**config.mk**
```make
export PLATFORM = sky130hd
export DESIGN_NAME = booth_mul
export DESIGN_NICKNAME = d
export VERILOG_FILES = /design/src/rtl/mul_pkg.sv /design/src/rtl/booth_pp_sel.sv /design/src/rtl/parallel_adder.sv /design/src/rtl/booth_mul.sv
export SDC_FILE = /design/constraint.sdc
export NUM_CORES = 1
export LEC_CHECK = 0
export ABC_AREA = 0
export CORE_MARGIN = 5
export CORE_UTILIZATION = 50
export DETAILED_ROUTE_END_ITERATION = 6
export MAX_ROUTING_LAYER = met4
export PLACE_DENSITY = 0.83
export SLEW_MARGIN = 10
export SYNTH_ARGS = -nofsm -noshare
export SYNTH_HDL_FRONTEND = slang
export SYNTH_SLANG_ARGS = --single-unit
```
**constraint.sdc**
```tcl
create_clock -name clk -period 3.8 [get_ports clk]
set_input_delay 1.14 -clock clk [delete_from_list [all_inputs] [get_ports clk]]
set_output_delay 1.14 -clock clk [all_outputs]
set_load 0.02 [all_outputs]
```
**src/rtl/mul_pkg.sv**
```systemverilog
// Shared types for the radix-4 Booth multiplier: FSM states, recode selects
// and the default operand width.
package mul_pkg;

  localparam int unsigned DEF_WIDTH = 16;

  typedef enum logic [2:0] {
    IDLE,
    LOAD_Q,
    ADD,
    SHIFT,
    OUT_HI,
    OUT_LO
  } state_e;

  typedef enum logic [2:0] {
    PP_ZERO,
    PP_PM,
    PP_P2M,
    PP_NM,
    PP_N2M
  } pp_e;

endpackage

```
**src/rtl/booth_pp_sel.sv**
```systemverilog
// Radix-4 Booth recoder: picks the WIDTH+2-bit addend (0, +-M, +-2M) and
// carry-in from {Q[1:0], Q_1}. Negation is invert plus carry-in.
module booth_pp_sel
  import mul_pkg::*;
#(
  parameter int unsigned WIDTH = DEF_WIDTH
) (
  input  logic [2:0]       bits,
  input  logic [WIDTH-1:0] m,
  output logic [WIDTH+1:0] addend,
  output logic             cin
);

  pp_e              pp;
  logic [WIDTH+1:0] m_ext;

  assign m_ext = {{2{m[WIDTH-1]}}, m};

  always_comb begin
    pp = PP_ZERO;
    case (bits)
      3'b001, 3'b010: pp = PP_PM;
      3'b011:         pp = PP_P2M;
      3'b100:         pp = PP_N2M;
      3'b101, 3'b110: pp = PP_NM;
      default:        pp = PP_ZERO;
    endcase
  end

  always_comb begin
    addend = '0;
    cin    = 1'b0;
    case (pp)
      PP_PM:  addend = m_ext;
      PP_P2M: addend = {m_ext[WIDTH:0], 1'b0};
      PP_NM: begin
        addend = ~m_ext;
        cin    = 1'b1;
      end
      PP_N2M: begin
        addend = ~{m_ext[WIDTH:0], 1'b0};
        cin    = 1'b1;
      end
      default: begin
        addend = '0;
        cin    = 1'b0;
      end
    endcase
  end

endmodule

```
**src/rtl/parallel_adder.sv**
```systemverilog
// Plain WIDTH-bit adder with carry-in; carry-out is discarded.
module parallel_adder #(
  parameter int unsigned WIDTH = 18
) (
  input  logic [WIDTH-1:0] a,
  input  logic [WIDTH-1:0] b,
  input  logic             cin,
  output logic [WIDTH-1:0] sum
);

  assign sum = a + b + {{(WIDTH-1){1'b0}}, cin};

endmodule

```
**src/rtl/booth_mul.sv**
```systemverilog
// Sequential signed radix-4 Booth multiplier on a word-serial bus.
// Optional overflow flag output enabled by defining BOOTH_MUL_OVF_EN.
module booth_mul
  import mul_pkg::*;
#(
  parameter int unsigned WIDTH = DEF_WIDTH
) (
  input  logic             clk,
  input  logic             rst_b,
  input  logic             start,
  input  logic [WIDTH-1:0] inbus,
  output logic             busy,
  output logic             out_valid,
  output logic             out_lo,
`ifdef BOOTH_MUL_OVF_EN
  output logic             ovf,
`endif
  output logic [WIDTH-1:0] outbus
);

  localparam int unsigned CNT_W = (WIDTH/2 > 1) ? $clog2(WIDTH/2) : 1;
  localparam logic [CNT_W-1:0] CNT_LAST = CNT_W'(WIDTH/2 - 1);

  state_e           state, state_next;
  logic [WIDTH-1:0] m, q;
  logic [WIDTH+1:0] a;
  logic             q_1;
  logic [CNT_W-1:0] cnt;

  logic [WIDTH+1:0] addend, sum, a_sh;
  logic [WIDTH-1:0] q_sh;
  logic             cin;

  booth_pp_sel #(.WIDTH(WIDTH)) u_pp_sel (
    .bits   ({q[1:0], q_1}),
    .m      (m),
    .addend (addend),
    .cin    (cin)
  );

  parallel_adder #(.WIDTH(WIDTH+2)) u_adder (
    .a   (a),
    .b   (addend),
    .cin (cin),
    .sum (sum)
  );

  assign a_sh = {{2{a[WIDTH+1]}}, a[WIDTH+1:2]};
  assign q_sh = {a[1:0], q[WIDTH-1:2]};

  always_ff @(posedge clk or negedge rst_b) begin
    if (!rst_b) state <= IDLE;
    else        state <= state_next;
  end

  always_comb begin
    state_next = state;
    case (state)
      IDLE:    if (start) state_next = LOAD_Q;
      LOAD_Q:  state_next = ADD;
      ADD:     state_next = SHIFT;
      SHIFT:   state_next = (cnt == CNT_LAST) ? OUT_HI : ADD;
      OUT_HI:  state_next = OUT_LO;
      OUT_LO:  state_next = IDLE;
      default: state_next = IDLE;
    endcase
  end

  always_ff @(posedge clk or negedge rst_b) begin
    if (!rst_b) begin
      m   <= '0;
      q   <= '0;
      a   <= '0;
      q_1 <= 1'b0;
      cnt <= '0;
    end else begin
      case (state)
        IDLE: if (start) m <= inbus;
        LOAD_Q: begin
          q   <= inbus;
          a   <= '0;
          q_1 <= 1'b0;
          cnt <= '0;
        end
        ADD: a <= sum;
        SHIFT: begin
          a   <= a_sh;
          q   <= q_sh;
          q_1 <= q[1];
          cnt <= cnt + 1'b1;
        end
        default: ;
      endcase
    end
  end

  // Outputs are registered from state_next so they line up with OUT_HI/OUT_LO;
  // the high word comes from the final shift result as it is being written.
  always_ff @(posedge clk or negedge rst_b) begin
    if (!rst_b) begin
      busy      <= 1'b0;
      out_valid <= 1'b0;
      out_lo    <= 1'b0;
      outbus    <= '0;
    end else begin
      busy      <= (state_next != IDLE);
      out_valid <= (state_next == OUT_HI) || (state_next == OUT_LO);
      out_lo    <= (state_next == OUT_LO);
      if (state_next == OUT_HI)      outbus <= a_sh[WIDTH-1:0];
      else if (state_next == OUT_LO) outbus <= q;
      else                           outbus <= '0;
    end
  end

`ifdef BOOTH_MUL_OVF_EN
  logic [WIDTH:0] p_top;
  assign p_top = {a_sh[WIDTH-1:0], q_sh[WIDTH-1]};

  always_ff @(posedge clk or negedge rst_b) begin
    if (!rst_b)                    ovf <= 1'b0;
    else if (state_next == OUT_HI) ovf <= !((&p_top) || !(|p_top));
    else if (state_next == IDLE)   ovf <= 1'b0;
  end
`endif

endmodule

```
---- Yosys cells after proc, flatten, opt, wreduce, memory -nomap -nowiden ----
Cells that the tools add are included.
operators by class
  add/sub/neg operators ................... 3
  equal/unequal tests ..................... 17
  reduce and logical (&&, ||, !) cells .... 11
  bitwise gates (word level) .............. 3
  multiplexer cells ....................... 12
operator list
  operator                                       number
  case mux 18 bit (4 select lines)               1
  case mux 18 bit (3 select lines)               1
  NOT 18 bit                                     2
  2-to-1 mux 16 bit                              2
  case mux 16 bit (2 select lines)               1
  == test 3 bit, second input constant           8
  adder 18 x 1 -> 18 bit                         1
  adder 18 bit                                   1
  == test 3 x 2 -> 1 bit, second input constant  6
  case mux 3 bit (5 select lines)                1
  case mux 3 bit (4 select lines)                1
  == test 3 x 1 -> 1 bit, second input constant  3
  2-to-1 mux 3 bit                               2
  case mux 3 bit (2 select lines)                1
  nonzero test 3 bit                             2
  OR reduction 2 bit                             3
  AND reduction 2 bit                            2
  nonzero test 2 bit                             2
  adder 3 x 1 -> 3 bit, second input constant    1
  logical NOT 3 bit                              1
  case mux 1 bit (2 select lines)                1
  logical OR 1 bit                               1
  2-to-1 mux 1 bit                               1
  NOT 1 bit                                      1
word-level totals
  register bits after elaboration ......... 76
  output and inout port bits .............. 19
  word-level logic and storage cells ...... 57
  bits of input ports ..................... 19

---- Logic depth before layout (Yosys ltp) ----
  depth after elaboration ................. 8
  mapped depth ............................ 14
  gate-level depth less buffers ........... 14

---- Hierarchy ----
A second synthesis with hierarchy kept.
second synthesis, totals
  cells, all modules ...................... 401
  area total of the unflattened synthesis .. 4695.8 µm²
modules (own cells, without submodules)
  module          area each (µm²)  sequential area each (µm²)  cells each  times used
  booth_mul       3265.6           1901.8                      223         1
  parallel_adder  838.3            0.0                         112         1
  booth_pp_sel    591.8            0.0                         66          1

---- Least setup slack after synthesis ----
Ideal clock, no wire load.
  path type ............................... reg-to-reg
  from .................................... register q[0]
  to ...................................... register a[17]
  setup slack ............................. 1.015 ns
  arrival time ............................ 2.661 ns
  period minus slack after synthesis ...... 2.785 ns
  path buffers ............................ 1
  stages on the path, launching flop included .. 13
  data required time ...................... 3.676 ns
  library setup time ...................... 0.124 ns
  cell sequence ........................... dfrtp_1 -> nand2_1 -> nor2_1 -> clkbuf_1 -> a22oi_1 -> o21ai_0 -> ha_1 -> and3_4 -> a31oi_1 -> nand3_1 -> o311ai_2 -> mux2i_1 -> nand2_1
on the way
  cells in the longest elaborated chain, start to end .. 8
  elaborated cells on any way between the ends .. 19
  those cells by class .................... 2 x add/sub; 10 x eq/ne; 4 x mux; 3 x reduce/logical
ends and longest elaborated chain
  item                                                                           RTL line                                  text
  start, declared                                                                booth_mul.sv:25                           logic [WIDTH-1:0] m, q;
  start signal, assigned                                                         booth_mul.sv:80                           q <= inbus;
  start signal, assigned                                                         booth_mul.sv:88                           q <= q_sh;
  == test 3 bit (tied with other cells)                                          booth_pp_sel.sv:21                        case (bits)
  OR reduction 2 bit                                                             booth_pp_sel.sv:21
  case mux 3 bit (4 select lines) *                                              booth_pp_sel.sv:21
  == test 3 bit (tied with other cells)                                          booth_pp_sel.sv:33                        case (pp)
  case mux 18 bit (4 select lines) / OR reduction 2 bit (equally long branches)  --
  adder 18 bit / 2-to-1 mux 1 bit (equally long branches)                        parallel_adder.sv:11, booth_pp_sel.sv:33
  adder 18 x 1 -> 18 bit *                                                       parallel_adder.sv:11                      assign sum = a + b + {{(WIDTH-1){1'b0}}, cin};
  case mux 18 bit (3 select lines) *                                             booth_mul.sv:77                           case (state)
  end signal, assigned                                                           booth_mul.sv:85                           ADD: a <= sum;
  end signal, assigned                                                           booth_mul.sv:87                           a <= a_sh;
  end, declared                                                                  booth_mul.sv:26                           logic [WIDTH+1:0] a;
Mark *: on every way between the ends. The rest lies on a longest branch, timed or not.
A chain may end at the register's enable or synchronous reset.

---- Worst setup path after layout ----
  from .................................... register q[0]
  to ...................................... register a[8]
Same word-level chain as after synthesis.

==> metrics.md <==
| Metric | Value |
|---|---|
| FF-to-FF setup slack | around 430 ps |
| Crit Path Category | register to register |
| Crit-path max FO | 15 |
| Vias | roughly 3500 |
| Die width | between 100 and 150 um |
| DP HPWL | 7.73 mm |
| Post-synth ARST share | between 90% and 100% |
| Main synth FF type | dfrtp_1 |
| Count of buffers from port buffering | 37 |
| Sequential area share after synthesis | a little over two fifths |
| Final setup vio count | 0 |
| Routability cong. | roughly 1.1 |
| Max VDD drop | between 0.4 and 0.5 mV |
| Syn_nets | about 470 |
| Seq cells post-synth | between 70 and 80 |
| Clock sinks | between 70 and 80 |
| ANT cells | 0 |
| Setup Skew | 7.85 ps |
| Final wirelength | 10.7 mm |
| GRT Total Usage | 20.4% |
| DR pass1 iterations | 6 |
| Hold depth | 2 |
| Max frequency | a little under 300 MHz |
| Arrival @ worst endpoint | around 3600 ps |
| Clk slew on worst S/H paths | approximately 80 ps |
| Detail Route Antenna Nets | 0 |
| Total core area | around 0.0087 mm2 |
| Min Hold Slack | roughly 500 ps |
| Worst-margin pin slew | between 1000 and 1500 ps |
| Crit start category | register |
| Antenna violations before repair | 0 |
| Largest net degree at the start of global routing | 77 |
| Die Span Y | about 100 um |
| Commonest non-fill, non-tap cell in the layout | dfrtp_1 |
| Syn Area/Cell | around 10 um2 |
| Hold_buf cts | 0 |
| Crit share post-route | roughly nine tenths |
| CTS Buffer Depth | 2 |
| Min-Delay Path Class | register to register |
| Max-Cap Viols | 0 |
| DRC errors left | 0 |
| Most frequent cells in the layout | 76 x dfrtp_1, 53 x o21ai_0, 38 x nand2_1 |
| Final hold vios | 0 |
| Outcome | completed |
| Layout net count | 500 |
| CTS tree | yes |
| YS warnings | 0 |
| First-pass GRT wire length | 17.7 mm |
| Die area | ~0.011 mm2 |
| Mapped cell area | 0.00443 mm2 |
| Post-CTS setup buffer count | 0 |
| Crit end category | register |
| Placed inst area | 0.00481 mm2 |
| Fin Setup TNS | 0 ps |
| Num CTS Buffers | 9 |
| Pwr Total | around 5000 uW |
| RSZ-0062 raised after global routing | false |
| Gr ovfl total | 0 |
| Initial core utilization | about half |
| Final std cell area, no fill | just over 0.005 mm2 |
| Vias/cell | 6.14 |
| # rows | 34 |
| Wirelength per Cell | ~19 um |
| Area growth from synthesis to layout | 13.8% |
| Synth cell types | 54 |
| CP required | 4020 ps |
| CTS root buf | clkbuf_8 |
| Layout cell share with drive strength beyond 1 | around 12% |
| Pins Over Slew Limit | 0 |
| Vias in the first global route | roughly 3500 |
| Crit path time final | roughly 3400 ps |
| Syn Inst Count | 433 |
| Iteration-0 DRC count of the detailed router | about 330 |
| Post-synth EDFFs | 0 |
| Gates resized, CTS repair | 0 |
| Power per cell area | between 900 and 1000 mW/mm2 |
| Worst-case reg-to-reg path depth | 10 |
| Leakage | around 0.0023 uW |
| # H-tree levels | 3 |
| Worst skew pair latency | 350 ps |
| Top Ports | 38 |
| Slew margin rel. | roughly 22% |
-- layout make-up --
cell class              count  area (um2)
well taps                 108         135
fillers                   747        3640
flip-flops and latches     76        1900
inverters                   5        18.8
clock buffers              11         131
multi-input cells         328        2360
clock inverters             5         100
repair buffers             41         398
-- report_power, final --
part,total [uW],switching (uW),internal (uW)
registers,1510,392,1110
clock network,724,289,435
logic,2760,1570,1190
total,4990,2250,2740
-- flip-flops by register name (all words and copies together) (netlist names) --
signal,flops
outbus,16
out_valid,1
state,3
q,16
out_lo,1
cnt,3
q_1,1
m,16
a,18
busy,1
-- metal layers --
layer	vias to the layer above	GRT usage [%]	part of all wire (%)
met5	-	-	0
met4	0	7.86	2.6
met3	23	4.59	7.2
met2	145	31.2	48
met1	1710	26.3	42
li1	1649	-	-
-- critical path, cell delays in order (launching register included) --
cell      delay [ps]
dfrtp_1          440
xor2_1           830
a221oi_1         340
fa_1             490
nand2b_1         200
a21oi_1          310
nor3_1           100
o21bai_1         210
a21oi_1          120
xor2_1           140
o21ai_1           70
-- path summary, 6_finish.rpt --
kind | startpoint | to
worst max-delay path | q[0] | a[8]
worst min-delay path | cnt[2] | cnt[2]
worst max register to register | q[0] | a[8]
worst min register to register | cnt[2] | cnt[2]
max in group asynchronous | rst_b | outbus[14]
min in group asynchronous | rst_b | outbus[2]
-- cells in the mapped netlist (2+ instances only) --
master	instances	area, um2
a22oi_1	25	188
xnor2_1	5	43.8
dfrtp_1	76	1900
ha_1	18	225
nor2b_1	9	56.3
xor2_1	22	193
a21oi_2	4	35.0
nand2_1	38	143
o211ai_1	2	15.0
buf_1	2	7.51
a31oi_1	7	43.8
a221oi_1	2	17.5
nand2_2	2	12.5
nor3_1	4	20.0
a221o_1	2	20.0
nand2b_1	6	37.5
nand3_1	2	10.0
mux2_2	16	180
and3_4	3	33.8
a22o_1	17	149
fa_1	2	40.0
nor2_1	12	45.0
a211oi_1	3	22.5
buf_2	7	35.0
clkbuf_8	3	41.3
o21ai_0	53	265
inv_1	4	15.0
buf_6	2	22.5
o21ai_1	9	45.0
a21oi_1	18	90.1
and2_1	2	12.5
a21o_1	5	37.5
mux2i_1	21	210
clkbuf_1	9	33.8
and3_1	2	12.5
-- cells by family (layout without fill, tap and decap cells) --
| family | after synthesis | count (layout) | share of synthesized area [%] |
|---|---|---|---|
| AOI/OAI and AO/OA | 156 | 156 | 23.1 |
| and+or+nand+nor | 88 | 88 | 10.0 |
| DFF | 76 | 76 | 42.9 |
| muxes | 37 | 37 | 8.81 |
| buffers and inverters | 29 | 62 | 3.87 |
| xor gates and xnor gates | 27 | 27 | 5.34 |
| adders and majority gates | 20 | 20 | 5.99 |
-- metrics by stage --
step	utilization (%)	worst slack (ps)	cells
global placement	55.4	659	558
finish	58.1	431	574
detailed placement	55.4	496	558
global route	58.1	132	574
floorplan	-	1020	433
CTS	58.1	482	574
No activity file was read; power rests on OpenSTA's default activity.
